==> config.mk <==
export PLATFORM = sky130hd
export DESIGN_NAME = gpio_intr_ctrl_flat
export DESIGN_NICKNAME = d
export VERILOG_FILES = /design/src/rtl/gpio_intr_ctrl_if.sv /design/src/rtl/gpio_intr_ctrl.sv /design/src/flat_wrapper.sv
export SDC_FILE = /design/constraint.sdc
export NUM_CORES = 1
export LEC_CHECK = 0
export BUFFER_PORTS_ARGS = -buffer_cell sky130_fd_sc_hd__buf_4
export CORE_UTILIZATION = 45
export DETAILED_ROUTE_END_ITERATION = 10
export GPL_TIMING_DRIVEN = 0
export SLEW_MARGIN = 20
export SYNTH_ARGS = -nofsm -noshare
export SYNTH_HDL_FRONTEND = slang
export SYNTH_SLANG_ARGS = --single-unit
==> constraint.sdc <==
create_clock -name clk -period 1.8 [get_ports clk]
set_clock_uncertainty 0.05 [all_clocks]
set_input_delay 0.18 -clock clk [delete_from_list [all_inputs] [get_ports clk]]
set_output_delay 0.18 -clock clk [all_outputs]
set_load 0.1 [all_outputs]
==> src/rtl/gpio_intr_ctrl_if.sv <==
// Register read/write bus between a CPU-side master and the GPIO interrupt controller.
interface gpio_intr_ctrl_if;
   logic [4:0] readaddr;
   logic [7:0] readdata;
   logic [4:0] writeaddr;
   logic [7:0] writedata;
   logic       write_en;

   modport master (output readaddr, writeaddr, writedata, write_en, input readdata);
   modport slave  (input readaddr, writeaddr, writedata, write_en, output readdata);
endinterface

==> src/rtl/gpio_intr_ctrl.sv <==
// GPIO block: synchronized switches, debounced keys with per-key edge interrupts,
// LED register, and a small registered-read CPU register map.
module gpio_intr_ctrl #(
   parameter int unsigned NUM_KEYS        = 4,
   parameter int unsigned NUM_SW          = 4,
   parameter int unsigned NUM_LEDS        = 4,
   parameter int unsigned DEBOUNCE_CYCLES = 16,
   parameter bit          KEY_ACTIVE_LOW  = 1'b1
) (
   input  logic                  clk,
   input  logic                  reset_n,
   gpio_intr_ctrl_if.slave       bus,
   output logic [7:0]            interrupts,
   input  logic [NUM_SW-1:0]     switches,
   input  logic [NUM_KEYS-1:0]   keys,
   output logic [NUM_LEDS-1:0]   leds
);

   typedef enum logic [4:0] {
      ADDR_SW   = 5'h00,
      ADDR_KEY  = 5'h01,
      ADDR_LED  = 5'h02,
      ADDR_PEND = 5'h03,
      ADDR_MASK = 5'h04,
      ADDR_ECFG = 5'h05
   } addr_e;

   localparam logic [15:0] CNT_LAST = 16'(DEBOUNCE_CYCLES - 1);

   logic [NUM_SW-1:0]   sw_meta_q, sw_sync_q;
   logic [NUM_KEYS-1:0] key_pressed_raw, key_meta_q, key_sync_q;
   logic [1:0]          start_q, start_d;
   logic [NUM_KEYS-1:0] arm_q, arm_d, deb_q, deb_d, ev;
   logic [NUM_KEYS-1:0] pend_q, pend_d, mask_q, mask_d, ecfg_q, ecfg_d;
   logic [15:0]         cnt_q [NUM_KEYS];
   logic [15:0]         cnt_d [NUM_KEYS];
   logic [NUM_LEDS-1:0] led_q, led_d;
   logic [7:0]          rdata_q, rdata_d;

   // Keys are synchronized as "pressed" levels so a cleared synchronizer means released.
   assign key_pressed_raw = KEY_ACTIVE_LOW ? ~keys : keys;

   // A key only debounces after it has been seen released once since reset, so keys
   // held through reset raise no event; start_q skips the stale synchronizer contents.
   always_comb begin
      start_d = (start_q == 2'd2) ? start_q : start_q + 2'd1;
      arm_d   = arm_q;
      deb_d   = deb_q;
      ev      = '0;
      for (int unsigned i = 0; i < NUM_KEYS; i++) begin
         cnt_d[i] = '0;
         if (!arm_q[i]) begin
            if (start_q == 2'd2 && !key_sync_q[i]) arm_d[i] = 1'b1;
         end else if (key_sync_q[i] != deb_q[i]) begin
            if (cnt_q[i] == CNT_LAST) begin
               deb_d[i] = key_sync_q[i];
               ev[i]    = key_sync_q[i] | ecfg_q[i];
            end else begin
               cnt_d[i] = cnt_q[i] + 16'd1;
            end
         end
      end
   end

   always_comb begin
      led_d  = led_q;
      mask_d = mask_q;
      ecfg_d = ecfg_q;
      pend_d = pend_q;
      if (bus.write_en) begin
         case (addr_e'(bus.writeaddr))
            ADDR_LED:  led_d  = bus.writedata[NUM_LEDS-1:0];
            ADDR_PEND: pend_d = pend_q & ~bus.writedata[NUM_KEYS-1:0];
            ADDR_MASK: mask_d = bus.writedata[NUM_KEYS-1:0];
            ADDR_ECFG: ecfg_d = bus.writedata[NUM_KEYS-1:0];
            default:   ;
         endcase
      end
      pend_d = pend_d | ev;
   end

   always_comb begin
      rdata_d = '0;
      case (addr_e'(bus.readaddr))
         ADDR_SW:   rdata_d = 8'(sw_sync_q);
         ADDR_KEY:  rdata_d = 8'(deb_q);
         ADDR_LED:  rdata_d = 8'(led_q);
         ADDR_PEND: rdata_d = 8'(pend_q);
         ADDR_MASK: rdata_d = 8'(mask_q);
         ADDR_ECFG: rdata_d = 8'(ecfg_q);
         default:   rdata_d = '0;
      endcase
   end

   always_ff @(posedge clk or negedge reset_n) begin
      if (!reset_n) begin
         sw_meta_q  <= '0;
         sw_sync_q  <= '0;
         key_meta_q <= '0;
         key_sync_q <= '0;
         start_q    <= '0;
         arm_q      <= '0;
         deb_q      <= '0;
         cnt_q      <= '{default: '0};
         led_q      <= '0;
         pend_q     <= '0;
         mask_q     <= '0;
         ecfg_q     <= '0;
         rdata_q    <= '0;
      end else begin
         sw_meta_q  <= switches;
         sw_sync_q  <= sw_meta_q;
         key_meta_q <= key_pressed_raw;
         key_sync_q <= key_meta_q;
         start_q    <= start_d;
         arm_q      <= arm_d;
         deb_q      <= deb_d;
         cnt_q      <= cnt_d;
         led_q      <= led_d;
         pend_q     <= pend_d;
         mask_q     <= mask_d;
         ecfg_q     <= ecfg_d;
         rdata_q    <= rdata_d;
      end
   end

   assign bus.readdata = rdata_q;
   assign interrupts   = 8'(pend_q & mask_q);
   assign leds         = led_q;

endmodule

==> src/flat_wrapper.sv <==
// flat-port wrapper written by rule: the top's interface ports become plain ports
module gpio_intr_ctrl_flat 
#(
   parameter int unsigned NUM_KEYS        = 4,
   parameter int unsigned NUM_SW          = 4,
   parameter int unsigned NUM_LEDS        = 4,
   parameter int unsigned DEBOUNCE_CYCLES = 16,
   parameter bit          KEY_ACTIVE_LOW  = 1'b1
)
  (clk, reset_n, interrupts, switches, keys, leds, bus_readaddr, bus_writeaddr, bus_writedata, bus_write_en, bus_readdata);
  gpio_intr_ctrl_if bus_i ();
  input  logic clk;
  input  logic reset_n;
  output logic [7:0] interrupts;
  input  logic [NUM_SW-1:0] switches;
  input  logic [NUM_KEYS-1:0] keys;
  output logic [NUM_LEDS-1:0] leds;
  input wire logic [$bits(bus_i.readaddr)-1:0] bus_readaddr;
  input wire logic [$bits(bus_i.writeaddr)-1:0] bus_writeaddr;
  input wire logic [$bits(bus_i.writedata)-1:0] bus_writedata;
  input wire logic [$bits(bus_i.write_en)-1:0] bus_write_en;
  output wire logic [$bits(bus_i.readdata)-1:0] bus_readdata;
  assign bus_i.readaddr = bus_readaddr;
  assign bus_i.writeaddr = bus_writeaddr;
  assign bus_i.writedata = bus_writedata;
  assign bus_i.write_en = bus_write_en;
  assign bus_readdata = bus_i.readdata;
  gpio_intr_ctrl #(.NUM_KEYS(NUM_KEYS), .NUM_SW(NUM_SW), .NUM_LEDS(NUM_LEDS), .DEBOUNCE_CYCLES(DEBOUNCE_CYCLES), .KEY_ACTIVE_LOW(KEY_ACTIVE_LOW)) u_core (.clk(clk), .reset_n(reset_n), .bus(bus_i), .interrupts(interrupts), .switches(switches), .keys(keys), .leds(leds));
endmodule
; Yosys cells after proc, flatten, opt, wreduce, memory -nomap -nowiden
; Cells that the tools add are included.
[word_totals]
register_bits = 110
output_inout_bits = 20
[classes]
n_reduce_logical = 16
bitwise_logic = 9
mux = 35
n_eq_ne = 18
add_sub_neg = 5
[ops]
columns = op, count
row1 = two-way mux 16 bit, 12
row2 = "adder 16 x 1 -> 16 bit, second input constant", 4
row3 = "equality test 16 x 4 -> 1 bit, second input constant", 4
row4 = one-hot mux 4 bit (6 select lines), 1
row5 = "equality test 5 x 2 -> 1 bit, second input constant", 4
row6 = "equality test 5 x 3 -> 1 bit, second input constant", 4
row7 = two-way mux 1 bit, 20
row8 = AND reduction 3 bit, 4
row9 = AND 4 bit, 2
row10 = two-way mux 4 bit, 2
row11 = NOT 4 bit, 2
row12 = AND reduction 2 bit, 3
row13 = "equality test 5 x 1 -> 1 bit, second input constant", 1
row14 = zero test 5 bit, 1
row15 = logical AND 1 bit, 4
row16 = zero test 1 bit, 4
row17 = inequality test 1 bit, 4
row18 = OR 1 bit, 4
row19 = OR 4 bit, 1
row20 = "adder 2 x 1 -> 2 bit, second input constant", 1
row21 = "equality test 2 bit, second input constant", 1

; Longest topological paths before layout
; Gate-level depths: netlist of the first run.
[logic_depth]
word_depth = 5
depth_mapped = 6
ltp_nobuf = 5

; Worst setup path before layout of the first run
; OpenSTA, ideal clock, no wires.
[synth_path]
kind = register -> register
from = reg u_core.cnt_q[32] (netlist bit)
to = reg u_core.deb_q[1]
setup_slack_ns = 0.203
stages_incl_launch_ff = 6
arrival_ns = 1.423
setup_time_ns = 0.125
required_ns = 1.625
path_buffers = 0
path_cell_list = dfrtp_1 -> ha_1 -> and3_1 -> and4_1 -> nand2_1 -> mux2_2
[synth_between]
elab_chain_cells = 2
[synth_rtl]
columns = element, line
row1 = start: declaration, gpio_intr_ctrl.sv:35  ; logic [15:0] cnt_q [NUM_KEYS];
row2 = start signal: assignment, gpio_intr_ctrl.sv:118  ; cnt_q <= cnt_d;
row3 = equality test 16 x 4 -> 1 bit, gpio_intr_ctrl.sv:55  ; if (cnt_q[i] == CNT_LAST) begin
row4 = AND reduction 3 bit (no source line), n/a
row5 = end signal: assignment, gpio_intr_ctrl.sv:103  ; deb_q <= '0;
row6 = end signal: assignment, gpio_intr_ctrl.sv:117  ; deb_q <= deb_d;
row7 = end: declaration, gpio_intr_ctrl.sv:33  ; logic [NUM_KEYS-1:0] arm_q, arm_d, deb_q, deb_d, ev;
; No other way between the ends.
; A chain may end at the register's enable or synchronous reset.

; Worst setup path after layout of the first run
[layout_path]
from = reg u_core.cnt_q[48] (netlist bit)
to = reg u_core.deb_q[0]
; The elaborated chain is that of the path after synthesis.

==> results, run 1 <==
- After global routing the overflow that remains totals 0.
- After clock tree synthesis, the clock-pin slew on the worst setup and hold paths is 0.10 ns.
- For this block, the via count after detailed routing is 3494.
- The synthesized cell area is 5030 µm².
- The synthesized design spends more area on one cell type than any other, namely sky130_fd_sc_hd__dfrtp_1.
- The number of hold violations in the final report is 0.
- The area after detailed placement is roughly 5500 µm².
- After synthesis, the cell types taking the most area are sky130_fd_sc_hd__dfrtp_1, sky130_fd_sc_hd__xnor2_1, sky130_fd_sc_hd__nor2_1.
- Total power for the finished layout comes to 4.77 mW.
- The commonest cells after synthesis are sky130_fd_sc_hd__dfrtp_1, sky130_fd_sc_hd__nor2_1, sky130_fd_sc_hd__xnor2_1, sky130_fd_sc_hd__nor4_1, sky130_fd_sc_hd__inv_1.
- After floorplanning, the core was sized to cover 10800 µm².
- VDD sags by at most 0.511 mV.
- Among all flip-flop cells after synthesis, the most frequent one is sky130_fd_sc_hd__dfrtp_1.
- The net total in the final layout is approximately 570.
- In this run the deepest clock path goes through 2 buffers.
- The floorplan row count is 38.
- The reg-to-reg critical path endpoint is u_core.deb_q[0]$_DFFE_PN0P_.
- The number of flops mapped to enable cells by yosys is 0.
- Summing all non-filler instances in the final layout gives an area of 5900 µm².
- The post-synthesis async set-or-reset flop share is 100%.
- The most used standard cell by instance count after synthesis is sky130_fd_sc_hd__dfrtp_1.
- The worst pin sits at a relative slew slack of 29.5%.
- The max capacitance violation total is 0.
- The total length of routed wires is roughly 9.6 mm.
- At the end of routability-driven placement, the weighted congestion stood at between 0.7 and 0.8.
- During placement, the flow inserted port buffers numbering 34.
- The total number of H-tree levels is 3.
- In this run the register-to-register setup slack is 0.09 ns.
- The clock latency on the worst-skew pair is approximately 0.38 ns.
- Counting instances, the worst hold path has a depth of 2.
- TritonCTS created 9 clock buffers.
- The number of cells produced by synthesis is approximately 460.
- The critical setup path kind is reg2reg.
- The min-delay analysis places its worst path in the category in2reg.
- Dividing the detail-routed via count by the number of cells gives 5.16.
- After layout, the minimum clock period comes to 1.71 ns.
- The startpoint kind of the worst setup timing path is a register.
- The number of antenna violations at the first check in global routing is 0.
- After detailed routing, the average wire length per cell comes to 14.2 µm.
- Setup repair after global routing could not meet its margin everywhere.
- Entering global routing, the biggest net connects 111 pins.
- The iteration-0 DRC count of the detailed router is 142.
- The transition at the pin with the smallest max-transition slack is 1.05 ns.
- The repair_antennas step left the layout with diodes totalling 0.
- The global-route usage over all layers is 18.6%.
- The width of the die is 108 µm.
- The floorplan step defined a die boundary enclosing 11600 µm².
- The Yosys step of the flow raised 0 warnings.
- The number of max-slew violations in the final report came to 0.
- The sink of the worst hold path is u_core.bus.readdata[1]$_DFF_PN0_.
- The HPWL after detailed placement is 6.45 mm.
- The worst register-to-register path has a depth of 5.
- In the routed design, unresolved DRC markers number 0.
- The flow ran to the end, and the final reports show no timing, DRC or antenna violations.
- Relative to the synthesized area, the layout overhead comes to 17.4%.
- STA classifies the critical path endpoint as a register.
- For this design the static power due to leakage is between 2 and 3 nW.
- The unique cell type count in the Yosys netlist is 39.
- Cells with a size suffix above 1 make up 20.3% of the layout.
- Sequential cells were found to cover 54.8% of the synthesized design area.
- The height of the chip is 108 µm.
- Setup violations remaining at the end of the flow were counted as 0.
- The post-synthesis register bit count is 110.
- The count of antenna-violating nets left after detailed routing is 0.
- The worst hold path begins at bus_readaddr[0].
- The peak fanout along the critical path is 4.
- The first detailed-routing pass took 4 iterations.
- The CTS tree is done.
- The data arrival time of the worst path is 1.93 ns.
- In the finished design, the share of the clock period the worst path needs comes to 95.2%.
- The clock drives 110 sinks.
- The source of the worst register-to-register timing path is u_core.cnt_q[48]$_DFF_PN0_.
- The boundary pin count is 49.
- The via count of the first global-routing pass is around 3300.
- The wire length of the first global-routing pass is between 15 and 20 mm.
- Cells fill 54.4% of the core in the end.
- The cell sitting at the root of the clock tree is a sky130_fd_sc_hd__clkbuf_8.
- The power density over cell area is 809 nW/µm².
- The per-instance average area after synthesis is 10.8 µm².
- The top achievable clock speed is between 500 and 600 MHz.
- The data required time of the worst path is around 2 ns.
- Of the post-synthesis cell area, the dominant cell type holds about 55%.
- Once the floorplan was initialized, standard cells occupied 46.4% of the core.
-- worst max-delay path by stage --
stage,from,to,slack (ns),depth (start not counted)
after floorplan,u_core.cnt_q[32]$_DFF_PN0_,u_core.deb_q[1]$_DFFE_PN0P_,0.20,5
after global placement,u_core.cnt_q[0]$_DFF_PN0_,u_core.cnt_q[8]$_DFF_PN0_,0.007,6
after detailed placement,u_core.cnt_q[0]$_DFF_PN0_,u_core.cnt_q[13]$_DFF_PN0_,-0.05,6
after CTS,u_core.cnt_q[48]$_DFF_PN0_,u_core.deb_q[0]$_DFFE_PN0P_,0.04,5
after global routing,u_core.cnt_q[16]$_DFF_PN0_,u_core.cnt_q[29]$_DFF_PN0_,-0.004,6
final,u_core.cnt_q[48]$_DFF_PN0_,u_core.deb_q[0]$_DFFE_PN0P_,0.09,5
-- where the power goes --
group          total, mW  internal [mW]  switching (mW)  leakage (nW)
Combinational      0.712          0.227           0.485         0.981
Sequential          2.66           2.58          0.0815          1.44
Clock               1.40          0.552           0.850        0.0983
Total               4.77           3.35            1.42          2.52
-- layout make-up --
cell class                 count  area, µm²
multi-input combinational    323       2170
buffer                        15        100
clock buffer                  10        138
sequential                   110       2750
timing repair buffer          50        432
tap                          140        175
inverter                      23       86.3
clock inverter                 6       43.8
fill                         925       4940
-- state kept, by name (all words and copies together), names as in the netlist --
name and count:
u_core.cnt_q 64, u_core.arm_q 4, u_core.bus.readdata 4, u_core.deb_q 4
u_core.ecfg_q 4, u_core.key_meta_q 4, u_core.key_sync_q 4, u_core.leds 4
u_core.mask_q 4, u_core.pend_q 4, u_core.sw_meta_q 4, u_core.sw_sync_q 4
u_core.start_q 2
-- metal layers --
layer	vias to the layer above	GRT usage [%]	routed length, µm
met4	0	6.75	125
met1	1702	25.7	4740
met2	63	28.1	4390
li1	1719	-	-
met5	-	0	0
met3	10	4.72	383
-- placed cells by master, fill, tap and decap left out, drive strengths merged, types with 6 or more instances in the layout --
| cell | instances |
|---|---|
| nor2 | 74 |
| nand2 | 20 |
| and3 | 6 |
| buf | 50 |
| dlygate4sd3 | 13 |
| nand3 | 26 |
| and2 | 6 |
| dfrtp | 110 |
| nor3 | 17 |
| conb | 8 |
| nor4 | 30 |
| xnor2 | 49 |
| mux2 | 23 |
| nand4 | 16 |
| inv | 25 |
| xor2 | 12 |
| clkbuf | 12 |
-- worst max-delay path, stage by stage (launching register included) --
cell and delay, ns:
sky130_fd_sc_hd__dfrtp_1 0.44, sky130_fd_sc_hd__ha_4 0.16, sky130_fd_sc_hd__and3_4 0.20, sky130_fd_sc_hd__nand4_1 0.16
sky130_fd_sc_hd__or2_1 0.30, sky130_fd_sc_hd__mux2_4 0.30
-- through the flow --
| step | std cells | hold WS [ns] | worst slack, ns | TNS (ns) |
|---|---|---|---|---|
| after floorplan | 471 | -0.166 | 0.203 | 0 |
| after CTS | 674 | 0.141 | 0.0390 | 0 |
| after global placement | 645 | 0.240 | 0.00660 | 0 |
| after detailed placement | 645 | 0.241 | -0.0456 | -0.343 |
| after global routing | 677 | 0.150 | -0.00434 | -0.00834 |
| final | 677 | 0.167 | 0.0868 | 0 |
-- timing repair --
action	CTS	global route
endpoints found under the setup margin	10	41
endpoints found under the hold margin	130	0
setup buffers	0	2
hold buffers	13	0
pin swaps	0	2
resized for setup	1	14
-- kinds of logic after synthesis --
family	after synthesis	synth area share, %
compound gates	23	3.31
xor+xnor	61	10.6
other cells	1	0.0746
simple gates	203	21.2
buf+inv	38	3.61
flops	110	54.8
fa+ha+maj	5	1.24
mux	23	5.23
(Power assumes the default switching activity.)
==> run 2, diff against run 1 <==
Settings changed: CELL_PAD_IN_SITES_DETAIL_PLACEMENT set to 1, CELL_PAD_IN_SITES_GLOBAL_PLACEMENT set to 2, CORE_UTILIZATION 45 to 39, PLACE_DENSITY_LB_ADDON set to 0.1.
==> results, run 2 (synthesized netlist as in run 1, its figures left out) <==
- The data required time of the worst path is between 1.5 and 2 ns.
- Setup repair after global routing could not meet its margin everywhere.
- The height of the chip is ~120 µm.
- Relative to the synthesized area, the layout overhead comes to 20.6%.
- Cells with a size suffix above 1 make up 21.9% of the layout.
- The total number of H-tree levels is 3.
- The slowest stage of the critical path is the sky130_fd_sc_hd__dfrtp_1 cell.
- The boundary pin count is between 40 and 50.
- The data arrival time of the worst path is 1.89 ns.
- The maximum number of pins on one net before global-route repair is around 70.
- OpenSTA, run right after detailed placement, puts the worst setup slack at -0.0695 ns.
- Across all hold checks on the routed design, the worst slack comes to 0.0400 ns.
- Leaving out fill and tap cells, the most frequent cells in the layout are sky130_fd_sc_hd__dfrtp_1, sky130_fd_sc_hd__nor2_1, sky130_fd_sc_hd__xnor2_1.
- The weighted congestion reported at the end of routability-driven placement is 0.721.
- 0 antenna diodes ended up in the layout.
- The number of optimization iterations in the first detailed-route pass is 4.
- The type of element capturing the critical path is a register.
- The number of clock buffers inserted by TritonCTS is 9.
- At the later pin of the worst-skew pair, clock insertion delay measures between 0.3 and 0.4 ns.
- The number of max-slew violations in the final report is 0.
- For this run, the post-layout net count is 564.
- The floorplan step defined a core boundary enclosing 12600 µm².
- The total length of routed wires is 10.8 mm.
- The total die area is 13300 µm².
- The number of buffers on the longest clock path is 2.
- The global-route usage over all layers is 18.0%.
- Detailed routing inserted a total of 3553 vias.
- After routing, the total negative slack on setup checks comes to 0 ns.
- The share of the clock period used by the worst path after layout is 95.0%.
- The peak fanout along the critical path is 4.
- The relative max-transition margin is 54.9%.
- The top achievable clock speed is 585 MHz.
- The floorplan row count is 41.
- After clock tree synthesis, the clock-pin slew on the worst setup and hold paths is 0.07 ns.
- At the pin with the least slew margin, the transition time is 0.673 ns.
- The register with the most flip-flops in the final layout is u_core.cnt_q.
- The final setup slack of the worst path is 0.0900 ns.
- Global routing finished with a remaining overflow of 0.
- The first global-routing pass estimated between 15 and 20 mm of wire.
- The iteration-0 DRC count of the detailed router is 114.
- The count of clock tree sinks is 110.
- The hold path startpoint is bus_writedata[3].
- Walking the worst path, the cells encountered are ha_2 -> and3_2 -> and4_1 -> nand2_1 -> mux2_2.
- The slack of the worst reg-to-reg path is 0.09 ns.
- The vias per cell is 5.03.
- The source of the worst register-to-register timing path is u_core.cnt_q[32]$_DFF_PN0_.
- The run finished with clean final reports.
- The tree is rooted in a sky130_fd_sc_hd__clkbuf_16.
- The final standard cell utilization of the core is 48.2%.
- The number of port buffers is 34.
- For this run, the slowest stage of the critical path takes between 0.4 and 0.5 ns.
- The number of flip-flops in the largest register is 64.
- STA classifies the critical path startpoint as a register.
- Dividing the detail-routed wire length by the instance count gives 15.2 µm.
- Across the run, the number of max-cap violations was 0.
- The power after layout is 5.37 mW.
- TritonCTS built the clock tree.
- The final critical-path required period is 1.71 ns.
- For this design the ratio of total power to cell area is 886 nW/µm².
- In this run the horizontal extent of the chip is 116 µm.
- By startpoint and endpoint, the worst setup path is classified as reg2reg.
- The number of hold violations in the final report is 0.
- The min-delay analysis places its worst path in the category in2reg.
- The number of antenna violations at the first check in global routing is 0.
- The initial standard-cell utilization of the core is 40.0%.
- In the routed design, unresolved DRC markers number 0.
- The largest vdd supply drop is 0.663 mV.
- In this run the remaining antenna-violating nets after routing total 0.
- In this run the static leakage power is 2.56 nW.
- The most common cell after layout, fill and taps aside is sky130_fd_sc_hd__dfrtp_1.
- The most critical setup path has its startpoint at u_core.cnt_q[32]$_DFF_PN0_.
- The wire-length estimate of the detail-placed layout is ~7.5 mm.
- The via count of the first global-routing pass came to 3701.
- Setup violations remaining at the end of the flow were counted as 0.
- The filler cells instantiated in the layout total 1385.
## run 2: changes by cell type in the layout (fill, tap and decap cells not counted), sizes merged
cell,before,now
dlygate4sd3,13,9
inv,25,23
bufinv,0,1
clkinvlp,0,1
buf,50,52
## run 2: report_power, final
group / switching (mW) / leakage [nW] / total (mW) / internal (mW)
Clock: 0.894 / 0.148 / 2.01 / 1.11
Sequential: 0.0836 / 1.44 / 2.66 / 2.58
Combinational: 0.486 / 0.977 / 0.708 / 0.221
## run 2: metrics by stage
step / instance area [µm²] / std cells
3_5_place_dp: 5560 / 678
4_1_cts: 5960 / 703
6_report: 6060 / 707
5_1_grt: 6060 / 707
3_3_place_gp: 5520 / 677
2_1_floorplan: 5050 / 471
## run 2: final timing paths
check                                                       to  cells after the start
max in group asynchronous         u_core.mask_q[3]$_DFFE_PN0P_                      3
min in group asynchronous           u_core.cnt_q[39]$_DFF_PN0_                      2
worst max-delay path               u_core.deb_q[1]$_DFFE_PN0P_                      5
worst min-delay path              u_core.ecfg_q[3]$_DFFE_PN0P_                      2
worst min register to register  u_core.key_sync_q[3]$_DFF_PN0_                      0
worst max register to register     u_core.deb_q[1]$_DFFE_PN0P_                      5
## run 2: timing repair
| action | 4_1_cts | 5_1_grt |
|---|---|---|
| endpoints found under the hold margin | 51 | 0 |
| resized for setup | 3 | 16 |
| buffers inserted | 0 | 4 |
| setup endpoints to repair | 20 | 43 |
| hold buffers | 9 | 0 |
| pin swaps | 0 | 4 |
## run 2: layout make-up
cell class	instances	area (µm²)	share of cell area, %
clock buffers	10	239	3.94
flip-flops and latches	110	2750	45.4
plain buffers	15	100	1.65
clock inverters	6	61.3	1.01
multi-input cells	323	2200	36.3
well taps	172	215	3.55
inverters	23	86.3	1.42
repair buffers	48	407	6.71
## run 2: worst max-delay path: cells and delay by family (launching register included)
kind | cells | cell delay, ns
AND/OR/NAND/NOR | 3 | 0.56
flip-flops | 1 | 0.41
adder cells (fa/ha/maj) | 1 | 0.21
multiplexers | 1 | 0.35
## run 2: layer usage
layer	GRT usage (%)	up-vias	wire length (µm)
met1	23.6	1780	5150
met3	5.13	5	337
li1	-	1718	-
met2	29.3	50	5200
met5	0	-	0
met4	4.50	0	85
==> run 3, diff against run 2 <==
Settings changed: BUFFER_PORTS_ARGS -buffer_cell sky130_fd_sc_hd__buf_4 to not set, CORE_UTILIZATION 39 to 42, DONT_BUFFER_PORTS set to 1.
==> results, run 3 (synthesized netlist as in run 1, its figures left out) <==
- Of the total power, the share spent switching nets is 27.1%.
- The combinational share of power is 7.9%.
- The number of max-slew violations in the final report is 0.
- The final layout contains 533 nets.
- The critical setup path kind is reg2out.
- The startpoint identified for the worst register-to-register timing path is u_core.cnt_q[52]$_DFF_PN0_.
- The wire length of the first global-routing pass is 18.4 mm.
- The cell sitting at the root of the clock tree is a sky130_fd_sc_hd__clkbuf_16.
- The total number of H-tree levels is 3.
- In the final layout, the share of cells above drive strength 1 is 15.7%.
- Final hold analysis gives a worst-case slack of -0.529 ns.
- At the end of routability-driven placement, the weighted congestion stood at between 0.7 and 0.8.
- Leaving out fill and tap cells, the most frequent cells in the layout are sky130_fd_sc_hd__dfrtp_1, sky130_fd_sc_hd__nor2_1, sky130_fd_sc_hd__xnor2_1.
- STA puts the critical path data required time at 1.57 ns.
- Global routing finished with a remaining overflow of 0.
- The via count of the first global-routing pass is 3584.
- The number of placed instances with taps included is 614.
- The most common cell after layout, fill and taps aside is sky130_fd_sc_hd__dfrtp_1.
- The largest register by flop count is u_core.cnt_q.
- Setup slack on the critical path of the routed design comes to roughly 0.053 ns.
- The initial standard-cell utilization of the core is between 40% and 50%.
- The max capacitance violation total is 0.
- The count of final setup violators is 0.
- The floorplan step set the die height to approximately 110 µm.
- In this design, the largest share of critical-path delay is due to simple AND/OR/NAND/NOR gates.
- On the critical path, the stage with the largest delay is an instance of sky130_fd_sc_hd__and2_1.
- The vias per cell is 5.29.
- The finished cells cover 5730 µm².
- STA classifies the critical path startpoint as a register.
- Together, buffers and inverters on the worst path number 0.
- The die is 111 µm wide.
- In this run the tightest slew margin relative to its limit is roughly 25%.
- Entering global routing, the biggest net connects 111 pins.
- Timing would allow up to 572 MHz.
- The final route contains 3426 vias.
- The setup TNS after final layout is 0 ns.
- The total leakage power is 2.37 nW.
- The critical path goes through and2_1.
- In this run the power density over the cells is 888 nW/µm².
- The largest stage delay on the critical path is 0.79 ns.
- The routed wire length per instance is between 15 and 20 µm.
- The worst register-to-register path ends at u_core.deb_q[0]$_DFFE_PN0P_.
- The DRC violation count after routing is 4.
- Clock-pin slew was measured on the worst setup and hold paths at 0.07 ns.
- The number of hold violations in the final report is 110.
- For this run, the share of the core covered by cells in the final layout is between 40% and 50%.
- The share of total power in the clock network is 36.4%.
- The internal power is approximately 3.7 mW.
- The hold-fix buffer count after cts is 12.
- The slack of the worst reg-to-reg path is around 0.070 ns.
- The number of port buffers is 0.
- Buffers inserted during clock tree synthesis total 9.
- The transition at the pin with the smallest max-transition slack is about 1.1 ns.
- The core box area is between 10000 and 15000 µm².
- Clock tree synthesis found a total of 110 sinks.
- The final reports fail on DRC, hold timing.
- The first TritonRoute pass finished after 7 iterations.
- In this run the power spent charging and discharging nets is roughly 1.4 mW.
- The die covers 12400 µm².
- The routed design could run at a clock period as short as 1.75 ns.
- The run finished, with violations left.
- The number of cells in the finished layout apart from fillers is 648.
- The sequential group share of total power is 55.7%.
- The area growth from synthesis to layout is 13.9%.
- The largest vdd supply drop is 0.729 mV.
- The number of fillers in the final layout is 1251.
- The share of the clock period used by the worst path after layout is 97.0%.
- The iteration-0 DRC count of the detailed router is about 150.
- The worst setup path is captured at an output port.
- At the placement stage, the worst setup path has a slack of -0.0502 ns.
- For the worst setup path, the data arrival time is between 1.5 and 2 ns.
- The path depth of the worst reg2reg path is 4.
- The placed instances occupy a cell area of about 5200 µm².
- The number of flip-flops in the largest register is 64.
- Clock latency on the worst-skew pair, taken at its later pin, is between 0.3 and 0.4 ns.
- For this design the top-level I/O count stands at 49.
- TritonCTS built the clock tree.
- The peak fanout along the critical path is 3.
- The number of antenna violations at the first check in global routing is 0.
- Total power for the finished layout comes to 5.09 mW.
- The worst hold path belongs to the class in2async.
- Summing all multi-input logic gate instances after layout gives approximately 2200 µm².
- The clock passes through at most 2 buffers.
- The total length of routed wires is ~11 mm.
- The count of antenna-violating nets left after detailed routing is 0.
- In the final layout, flip-flops and latches occupy 2750 µm².
- The HPWL after detailed placement is a little over 7 mm.
- The floorplan row count is 39.
- The global-route usage over all layers is 19.0%.
## run 3: worst max-delay path by stage
stage / slack [ns] / from / depth (start not counted) / end
detailed placement: -0.05 / u_core.cnt_q[36]$_DFF_PN0_ / 5 / u_core.cnt_q[38]$_DFF_PN0_
global placement: -0.002 / u_core.cnt_q[0]$_DFF_PN0_ / 6 / u_core.cnt_q[14]$_DFF_PN0_
finish: 0.05 / u_core.pend_q[2]$_DFF_PN0_ / 1 / interrupts[2]
global route: -0.01 / u_core.cnt_q[0]$_DFF_PN0_ / 6 / u_core.cnt_q[9]$_DFF_PN0_
floorplan: 0.20 / u_core.cnt_q[32]$_DFF_PN0_ / 5 / u_core.deb_q[1]$_DFFE_PN0P_
CTS: 0.002 / u_core.pend_q[0]$_DFF_PN0_ / 1 / interrupts[0]
## run 3: power by group through the flow
stage	sequential (mW)	combinational [mW]	clock, mW
final	2.83	0.402	1.85
after global routing	2.85	0.437	2.01
after CTS	2.84	0.396	1.93
after detailed placement	2.88	0.368	0
after global placement	2.88	0.358	0
after floorplan	2.85	0.325	0
## run 3: timing repair
item,in CTS,in global routing
hold endpoints to repair,134,110
setup endpoints to repair,38,36
pin swaps,0,5
buffers inserted,0,5
resized for setup,7,10
## run 3: area by class of cell
| class | instances | area share, % |
|---|---|---|
| tap | 143 | 3.12 |
| multi-input combinational | 323 | 38.1 |
| sequential | 110 | 48.1 |
| clock inverter | 3 | 0.349 |
| inverter | 23 | 1.51 |
| timing repair buffer | 17 | 2.75 |
| clock buffer | 13 | 4.37 |
| antenna | 1 | 0.0437 |
| buffer | 15 | 1.75 |
## run 3: layer usage
metal / vias up / share of wire, % / global-route usage [%]
li1: 1659 / - / -
met5: - / 0 / 0
met1: 1716 / 47 / 25.3
met3: 10 / 3.5 / 5.01
met2: 41 / 48 / 31.0
met4: 0 / 0.93 / 5.14
